**src/rtl/fft_band_pkg.sv**
```systemverilog
// Shared constants, bin-to-band mapping and output FSM encoding for the FFT band reader.
package fft_band_pkg;
   localparam int NBANDS     = 8;
   localparam int BAND_IDX_W = 3;
   localparam int ACCW       = 23;

   typedef enum logic {
      IDLE = 1'b0,
      SEND = 1'b1
   } band_state_t;

   // Position of the most significant set bit; band b spans bins 2^b .. 2^(b+1)-1.
   function automatic logic [BAND_IDX_W-1:0] bin_band(input logic [NBANDS-1:0] bin);
      logic [BAND_IDX_W-1:0] pos;
      pos = '0;
      for (int i = 0; i < NBANDS; i++) begin
         if (bin[i]) pos = BAND_IDX_W'(i);
      end
      return pos;
   endfunction
endpackage

```
**src/rtl/fft_band_magsq.sv**
```systemverilog
// Two-stage |X|^2 pipeline advanced by the FFT sample enable; valid and bin ride alongside.
module fft_band_magsq #(
   parameter int IWIDTH = 8,
   parameter int BINW   = 9
) (
   input  logic                i_clk,
   input  logic                i_reset,
   input  logic                i_ce,
   input  logic                i_valid,
   input  logic [BINW-1:0]     i_bin,
   input  logic [2*IWIDTH-1:0] i_sample,
   output logic                o_valid,
   output logic [BINW-1:0]     o_bin,
   output logic [2*IWIDTH-1:0] o_magsq
);
   logic signed [2*IWIDTH-2:0] re_x;
   logic signed [2*IWIDTH-2:0] im_x;
   logic                       a_valid;
   logic [BINW-1:0]            a_bin;
   logic [2*IWIDTH-2:0]        a_re_sq;
   logic [2*IWIDTH-2:0]        a_im_sq;

   // Squares are computed at 2*IWIDTH-1 bits: (-2^(W-1))^2 = 2^(2W-2) still fits.
   assign re_x = (2*IWIDTH-1)'($signed(i_sample[2*IWIDTH-1:IWIDTH]));
   assign im_x = (2*IWIDTH-1)'($signed(i_sample[IWIDTH-1:0]));

   always_ff @(posedge i_clk) begin
      if (i_reset) begin
         a_valid <= 1'b0;
         a_bin   <= '0;
         a_re_sq <= '0;
         a_im_sq <= '0;
         o_valid <= 1'b0;
         o_bin   <= '0;
         o_magsq <= '0;
      end else if (i_ce) begin
         a_valid <= i_valid;
         a_bin   <= i_bin;
         a_re_sq <= re_x * re_x;
         a_im_sq <= im_x * im_x;
         o_valid <= a_valid;
         o_bin   <= a_bin;
         o_magsq <= {1'b0, a_re_sq} + {1'b0, a_im_sq};
      end
   end
endmodule

```
**src/rtl/fft_band_reader.sv**
```systemverilog
// Octave-band power meter on the FFT output: accumulates |X|^2 of bins 1..255 into 8 bands
// and streams each completed frame's band means as 8 valid/ready beats.
module fft_band_reader
   import fft_band_pkg::*;
#(
   parameter int IWIDTH = 8,
   parameter int LGFFT  = 9
) (
   input  logic                  i_clk,
   input  logic                  i_reset,
   input  logic                  i_ce,
   input  logic [2*IWIDTH-1:0]   i_sample,
   input  logic                  i_sync,
   output logic                  o_band_valid,
   input  logic                  i_band_ready,
   output logic [BAND_IDX_W-1:0] o_band_idx,
   output logic [2*IWIDTH-1:0]   o_band_level,
   output logic                  o_overrun
);
   localparam int ACC_W = 2*IWIDTH + LGFFT - 2;
   localparam logic [LGFFT-1:0] COMMIT_BIN = {1'b0, {(LGFFT-1){1'b1}}};
   localparam logic [BAND_IDX_W-1:0] LAST_IDX = BAND_IDX_W'(NBANDS-1);

   logic                  armed;
   logic [LGFFT-1:0]      bin_q;
   logic [LGFFT-1:0]      cur_bin;
   logic                  b_valid;
   logic [LGFFT-1:0]      b_bin;
   logic [2*IWIDTH-1:0]   b_magsq;
   logic [BAND_IDX_W-1:0] band;
   logic [ACC_W-1:0]      acc      [NBANDS];
   logic [ACC_W-1:0]      acc_next [NBANDS];
   logic [ACC_W-1:0]      shadow   [NBANDS];
   logic                  commit;
   band_state_t           state;
   band_state_t           state_n;
   logic [BAND_IDX_W-1:0] k;
   logic [BAND_IDX_W-1:0] k_n;
   logic                  load;
   logic                  overrun_n;
   logic                  accept;

   assign cur_bin = i_sync ? '0 : bin_q + 1'b1;

   always_ff @(posedge i_clk) begin
      if (i_reset) begin
         armed <= 1'b0;
         bin_q <= '0;
      end else if (i_ce) begin
         bin_q <= cur_bin;
         if (i_sync) armed <= 1'b1;
      end
   end

   fft_band_magsq #(
      .IWIDTH (IWIDTH),
      .BINW   (LGFFT)
   ) u_magsq (
      .i_clk    (i_clk),
      .i_reset  (i_reset),
      .i_ce     (i_ce),
      .i_valid  (armed | i_sync),
      .i_bin    (cur_bin),
      .i_sample (i_sample),
      .o_valid  (b_valid),
      .o_bin    (b_bin),
      .o_magsq  (b_magsq)
   );

   assign band = bin_band(b_bin[NBANDS-1:0]);

   // acc_next is also the commit value, so bin 255 lands in the shadow copy of band 7.
   always_comb begin
      commit = 1'b0;
      for (int b = 0; b < NBANDS; b++) acc_next[b] = acc[b];
      if (i_ce && b_valid) begin
         if (b_bin == '0) begin
            for (int b = 0; b < NBANDS; b++) acc_next[b] = '0;
         end else if (!b_bin[LGFFT-1]) begin
            for (int b = 0; b < NBANDS; b++) begin
               if (band == BAND_IDX_W'(b)) acc_next[b] = acc[b] + ACC_W'(b_magsq);
            end
            commit = (b_bin == COMMIT_BIN);
         end
      end
   end

   always_ff @(posedge i_clk) begin
      if (i_reset) begin
         for (int b = 0; b < NBANDS; b++) begin
            acc[b]    <= '0;
            shadow[b] <= '0;
         end
      end else begin
         for (int b = 0; b < NBANDS; b++) begin
            acc[b] <= acc_next[b];
            if (load) shadow[b] <= acc_next[b];
         end
      end
   end

   // Handshake: a beat transfers on a clock edge where o_band_valid and i_band_ready are
   // both high; while valid waits for ready, o_band_idx and o_band_level hold stable.
   assign o_band_valid = (state == SEND);
   assign o_band_idx   = k;
   assign o_band_level = (2*IWIDTH)'(shadow[k] >> k);
   assign accept       = o_band_valid && i_band_ready;

   always_comb begin
      state_n   = state;
      k_n       = k;
      load      = 1'b0;
      overrun_n = 1'b0;
      case (state)
         IDLE: begin
            if (commit) begin
               load    = 1'b1;
               k_n     = '0;
               state_n = SEND;
            end
         end
         SEND: begin
            if (accept) begin
               if (k == LAST_IDX) begin
                  k_n     = '0;
                  state_n = IDLE;
               end else begin
                  k_n = k + 1'b1;
               end
            end
            // A commit only wins if the last beat is leaving this very cycle.
            if (commit) begin
               if (accept && k == LAST_IDX) begin
                  load    = 1'b1;
                  k_n     = '0;
                  state_n = SEND;
               end else begin
                  overrun_n = 1'b1;
               end
            end
         end
         default: state_n = IDLE;
      endcase
   end

   always_ff @(posedge i_clk) begin
      if (i_reset) begin
         state     <= IDLE;
         k         <= '0;
         o_overrun <= 1'b0;
      end else begin
         state     <= state_n;
         k         <= k_n;
         o_overrun <= overrun_n;
      end
   end
endmodule

```
**config.mk**
```make
export PLATFORM = sky130hd
export DESIGN_NAME = fft_band_reader
export DESIGN_NICKNAME = d
export VERILOG_FILES = /design/src/rtl/fft_band_pkg.sv /design/src/rtl/fft_band_magsq.sv /design/src/rtl/fft_band_reader.sv
export SDC_FILE = /design/constraint.sdc
export NUM_CORES = 1
export LEC_CHECK = 0
export CORE_UTILIZATION = 29
export DETAILED_ROUTE_END_ITERATION = 12
export PLACE_DENSITY = 0.51
export SYNTH_ARGS = -nofsm -noshare
export SYNTH_HDL_FRONTEND = slang
export SYNTH_HIERARCHICAL = 1
export SYNTH_SLANG_ARGS = --single-unit
```
**constraint.sdc**
```tcl
create_clock -name i_clk -period 9.1 [get_ports i_clk]
set_clock_uncertainty 0.15 [all_clocks]
set_input_delay 1.365 -clock i_clk [delete_from_list [all_inputs] [get_ports i_clk]]
set_output_delay 1.365 -clock i_clk [all_outputs]
set_load 0.05 [all_outputs]
```
; ---- Word-level counts from Yosys, hierarchy flattened
; Memories as Yosys holds them, arrays and structs flattened. A register that Yosys moved wholly into a read port is not among the register bits.
; Index checks and enable logic that the tools add are counted.
[classes]
add_sub_neg = 11
multipliers = 2
eq_ne = 10
shifts = 1
n_mux = 62
n_bitwise = 19
reduce_logical = 7
[ops]
columns = op, count
row1 = 184-bit 2-to-1 mux, 3
row2 = 23-bit 2-to-1 mux, 24
row3 = 23-bit by 16-bit adder with 23-bit output, 8
row4 = 3-bit 2-to-1 mux, 13
row5 = 8-bit by 8-bit multiplier with 15-bit output, 2
row6 = 23-bit by 3-bit >> shifter with 16-bit output, 1
row7 = 1-bit 2-to-1 mux, 18
row8 = 1-bit OR, 17
row9 = 15-bit by 15-bit adder with 16-bit output, 1
row10 = 3-bit equality test (second input constant), 5
row11 = 9-bit by 1-bit adder with 9-bit output (second input constant), 1
row12 = 9-bit by 8-bit equality test with 1-bit output (second input constant), 1
row13 = 9-bit zero test, 1
row14 = 9-bit 2-to-1 mux, 1
row15 = 3-bit by 2-bit equality test with 1-bit output (second input constant), 2
row16 = 3-bit one-hot mux with 2 select lines, 1
row17 = 1-bit one-hot mux with 2 select lines, 2
row18 = 3-bit by 1-bit adder with 3-bit output (second input constant), 1
row19 = 3-bit by 1-bit equality test with 1-bit output (second input constant), 1
row20 = 1-bit logical AND, 3
row21 = 3-bit zero test, 1
row22 = 3-bit OR reduction, 1
row23 = 2-bit != test (second input constant), 1
row24 = 1-bit inverter, 2
row25 = 2-bit AND reduction, 1
[totals]
reg_bits = 72
ramBits = 368
out_inout_bits = 21
word_cells = 125
memories = 2
[memory_table]
columns = name, depth, width, rd, rd_clocked_by_memory_dff, write_ports, line
row1 = acc, 8, 23, 8, 0, 8, fft_band_reader.sv:31  ; logic [ACC_W-1:0] acc [NBANDS];
row2 = shadow, 8, 23, 1, 1, 8, fft_band_reader.sv:33  ; logic [ACC_W-1:0] shadow [NBANDS];

; ---- Logic depth before layout (Yosys ltp)
[logic_depth]
word_depth = 13
mapped_depth = 17

; ---- By module
; The synthesis kept the hierarchy.
[modules_own_cells]
columns = module, instances, cells_per_inst, area_per_inst_um2, seq_area_each_um2
row1 = fft_band_reader, 1, 2139, 21446.8, 9569.2
row2 = fft_band_magsq, 1, 771, 6806.5, 1281.2

; ---- Least setup slack after synthesis
; Ideal clock, no wire load.
[synth_path]
path_type = input-to-reg
start = input i_ce
end = memory shadow[0][0] (netlist bit), enable pin
t_arrival_ns = 6.597
slack_ns = 1.777
path_stages = 5
n_path_buf = 0
cell_sequence = nand2_1 or2_2 nor2_1 nand3_1 nand2b_1
[synth_lines]
columns = element, line
row1 = from (decl), fft_band_reader.sv:11  ; input logic i_ce,
row2 = to (decl), fft_band_reader.sv:33

; ---- Worst setup path in the final report
[layout_path]
start = input i_sample[15]
end = register u_magsq.a_re_sq[14]
[layout_between]
elab_chain_cells = 1
[layout_rtl]
columns = element, line
row1 = from (decl), fft_band_reader.sv:12  ; input logic [2*IWIDTH-1:0] i_sample,
row2 = 8-bit by 8-bit multiplier with 15-bit output, fft_band_magsq.sv:39  ; a_re_sq <= re_x * re_x;
row3 = to (signal assigned), fft_band_magsq.sv:39
row4 = to (decl), fft_band_magsq.sv:20  ; logic [2*IWIDTH-2:0] a_re_sq;
; Every way passes these cells.
; A chain may end at the register's enable or synchronous reset.

==> flow_summary.toml <==
[timing]
layout_min_cycle_time_ns = 5.81
maxClockFrequency_mhz = 172
finalCritPeriodShare_pct = 63.8
worst_pin_slew_ns = 1.33
count_of_endpoints_failing_hold_in_the_final_timing_report = 0
rsz_0062_raised_after_global_routing = "false"
finalSetupViolations = 0
worst_slew_margin_rel_pct = 10.5
layout_setup_ws_ns = 3.29
timing_max_transition_violations_final = 0
timing.setup.tns_ns = 0
final.hold.worst_slack_ns = 0.313

[routing]
highest_metal_layer_with_signal_wires = "met4"
final_antenna_net_count = 0
drt_pre_antenna_iters = 5
drt-total-wl_um = 72900
met3WireLength_um = 2420
drc = 0
detail_route.wl_per_cell_um = 17.2
met1_length_um = 34000
detailroute.wirelength.met2_um = 34100
dr.first_iter.drc_count = 1277
route.vias.total = 20700
drt-vias-per-instance = 4.88

[synth]
netlist-cell-type-count = 90
syn-instance-count = 2910
ys_seq_area_share_pct = 38.4
synth_area_um2 = 28300
share_of_synthesized_flip_flops_with_an_asynchronous_set_or_reset_pct = 0
synthesis.area_per_instance_um2 = 9.71
synth.yosys.warnings = 6
synth_seq_cells = 450
synthesis.nets = 3214
number_of_enable_flip_flop_cells_after_synthesis = 184
synth_ff_type = "sky130_fd_sc_hd__dfxtp_1"

[grt]
grt_max_degree = 90
first_pass_grt_wire_length_um = 117000
grt_use_total_pct = 14.9
overflow_after_grt = 0
grt_antenna_before_repair = 0
grt_pass1_vias = 21000

[cts]
worst_skew_pair.late_latency_ns = 0.63
clock_tree.root_cell = "sky130_fd_sc_hd__clkbuf_16"
post-cts-setup-buffers = 0
post_cts_resize_count = 0
max-clock-path-buffers = 3
tritoncts = "yes"
cts_buffer_count = 53
cts.hold.buffers_added = 0
cts-htree-levels = 2
cts_clock_pin_slew_for_the_worst_setup_and_hold_paths_ns = 0.05
cts.sinks = 450

[outcome]
status = "finished, final reports clean"

[critical_path]
worst_path_dominant_cell_family = "adder cells"
end_kind = "flip-flop"
cp_cell_sequence = "clkdlybuf4s50_1, and2_1, fa_1, inv_1, fa_1, inv_1, fa_1, inv_1, fa_1, inv_1, ha_1, nor3_1, nand2_1, or3_1, a21o_1, a31o_1"
start_kind = "input port"
required_ns = 9.45
worstSetupPathType = "in2reg"
ff2ff_setup_slack_ns = 4.35
timing.critical_path.slowest_cell_delay_ns = 0.64
timing.critical_path.fanout_max = 14
critical_path.n_buffers_inverters = 5
critical_path.slowest_cell = "sky130_fd_sc_hd__fa_1"
critPathArrivalTime_ns = 6.15

[power_and_ir_drop]
switchingPower_mw = 1.95
totalPowerFinal_mw = 6.04
switching_share_pct = 32.3
ir_worst_vdd_mv = 0.146
clock_power_share_pct = 34.7
leakage_nw = 12.7
cellPowerDensity_nw_per_um2 = 190
power.combinational.fraction_pct = 27.8
sequentialPowerShare_pct = 37.5
cellInternalPower_mw = 4.09

[final_layout]
final_cell_count_no_fill = 4241
antennaDiodeCount = 0
final_net_count = 3224
final_common_cell = "sky130_fd_sc_hd__nor2_1"
post-route-util_pct = 32.9
drive_above_1_share_pct = 7.99
commonest_cells_after_routing_fill_and_taps_aside = "403 x sky130_fd_sc_hd__nor2_1, 264 x sky130_fd_sc_hd__dfxtp_1, 215 x sky130_fd_sc_hd__nand2_1"
final_cell_area_um2 = 31800
area.growth.synth_to_final_pct = 12.5
fill_cells = 9903

[placement]
placed_cell_area_um2 = 30100
globalplace.congestion = 0.854
pre_cts_ws_ns = 2.67
hpwl_um = 53500
port_buffers = 41
numPlacedInstances = 4141

[floorplan]
top_level_ports = 42
floorplan.core_area_um2 = 96600
rows = 114
initial_utilization_pct = 29.3
floorplan.die_area_um2 = 98700
die_w_um = 314
die_height_um = 314

[worst_hold_path]
hp-class = "reg2reg"

[flow_run]
cap_violations = 0
[worst paths after layout]
path	startpoint	endpoint	cells after the start
max	i_sample[15]	u_magsq/a_re_sq[14]$_SDFFE_PP0P_	16
max reg2reg	u_magsq/o_bin[7]$_SDFFE_PP0P_	shadow[3][12]$_SDFFCE_PN0P_	8
min	armed$_SDFFE_PP0P_	armed$_SDFFE_PP0P_	2
min reg2reg	armed$_SDFFE_PP0P_	armed$_SDFFE_PP0P_	2
[layer usage]
| layer | vias up | GRT usage, % |
|---|---|---|
| li1 | 10300 | - |
| met1 | 9939 | 19.9 |
| met2 | 323 | 24.9 |
| met3 | 119 | 1.84 |
| met4 | 0 | 5.18 |
| met5 | - | 0 |
[power groups by stage]
stage	Sequential, mW	Combinational, mW	Clock [mW]
finish	2.27	1.68	2.10
global route	2.28	1.93	2.23
CTS	2.27	1.70	2.15
detailed placement	2.31	1.68	0
global placement	2.31	1.68	0
floorplan	2.29	1.31	0
[Yosys cell counts, types with 7 or more instances]
cell / instances / area [um^2]
sky130_fd_sc_hd__o21ai_0: 97 / 485
sky130_fd_sc_hd__buf_1: 16 / 60.1
sky130_fd_sc_hd__o211ai_1: 7 / 52.6
sky130_fd_sc_hd__a211oi_1: 23 / 173
sky130_fd_sc_hd__buf_2: 10 / 50.1
sky130_fd_sc_hd__or3_1: 11 / 68.8
sky130_fd_sc_hd__nor2b_1: 50 / 313
sky130_fd_sc_hd__mux4_2: 56 / 1260
sky130_fd_sc_hd__fa_1: 90 / 1800
sky130_fd_sc_hd__a22oi_1: 59 / 443
sky130_fd_sc_hd__ha_1: 193 / 2410
sky130_fd_sc_hd__and2_1: 39 / 244
sky130_fd_sc_hd__inv_1: 181 / 679
sky130_fd_sc_hd__edfxtp_1: 184 / 5530
sky130_fd_sc_hd__nand3_1: 72 / 360
sky130_fd_sc_hd__xnor2_1: 108 / 946
sky130_fd_sc_hd__a21o_1: 59 / 443
sky130_fd_sc_hd__nand2b_1: 12 / 75.1
sky130_fd_sc_hd__nand4_1: 19 / 119
sky130_fd_sc_hd__clkbuf_1: 92 / 345
sky130_fd_sc_hd__nor2_1: 404 / 1520
sky130_fd_sc_hd__nand2_1: 215 / 807
sky130_fd_sc_hd__a31o_2: 7 / 61.3
sky130_fd_sc_hd__a22o_1: 14 / 123
sky130_fd_sc_hd__mux2i_1: 61 / 611
sky130_fd_sc_hd__a31oi_1: 26 / 163
sky130_fd_sc_hd__dfxtp_1: 266 / 5330
sky130_fd_sc_hd__mux2_2: 18 / 203
sky130_fd_sc_hd__xor2_1: 91 / 797
sky130_fd_sc_hd__or2_2: 9 / 56.3
sky130_fd_sc_hd__o21bai_1: 23 / 173
sky130_fd_sc_hd__nor3b_1: 9 / 67.6
sky130_fd_sc_hd__a21oi_1: 176 / 881
sky130_fd_sc_hd__and3_1: 27 / 169
sky130_fd_sc_hd__nor3_1: 46 / 230
sky130_fd_sc_hd__o21a_1: 27 / 203
[state kept, by name (all words and copies together) (netlist names), named ones only]
name	cells
bin_q	9
u_magsq/o_valid	1
u_magsq/a_bin	9
u_magsq/a_re_sq	14
u_magsq/o_magsq	16
shadow	184
u_magsq/o_bin	9
acc	184
o_band_idx	3
armed	1
o_band_valid	1
o_overrun	1
u_magsq/a_valid	1
u_magsq/a_im_sq	14
[worst reg2reg max path: cells and delay by family, from the launching register on]
| family | cells | cell delay [ns] |
|---|---|---|
| AND/OR/NAND/NOR | 7 | 3.39 |
| flip-flops | 1 | 0.47 |
| buffers and inverters | 1 | 0.46 |
[final cells by class]
class,count,area (um^2),share of cell area (%)
clock buffer,72,1450,4.55
inverter,183,687,2.16
clock inverter,28,258,0.811
timing repair buffer,74,669,2.11
tap,1276,1600,5.02
sequential,450,10900,34.2
multi-input combinational,2158,16300,51.2
[logic make-up (layout without fill, tap and decap cells)]
group                    after synthesis  in the layout  share of synthesized area, %
flip-flops                           450            450                          38.4
adder cells (fa/ha/maj)              283            283                          14.9
AND/OR/NAND/NOR                      941            941                          15.1
AO/OA/AOI/OAI                        600            600                          13.9
buffers and inverters                302            357                          4.08
XOR/XNOR                             199            199                          6.17
multiplexers                         135            135                          7.34
Power figures use the tool's default switching activity.
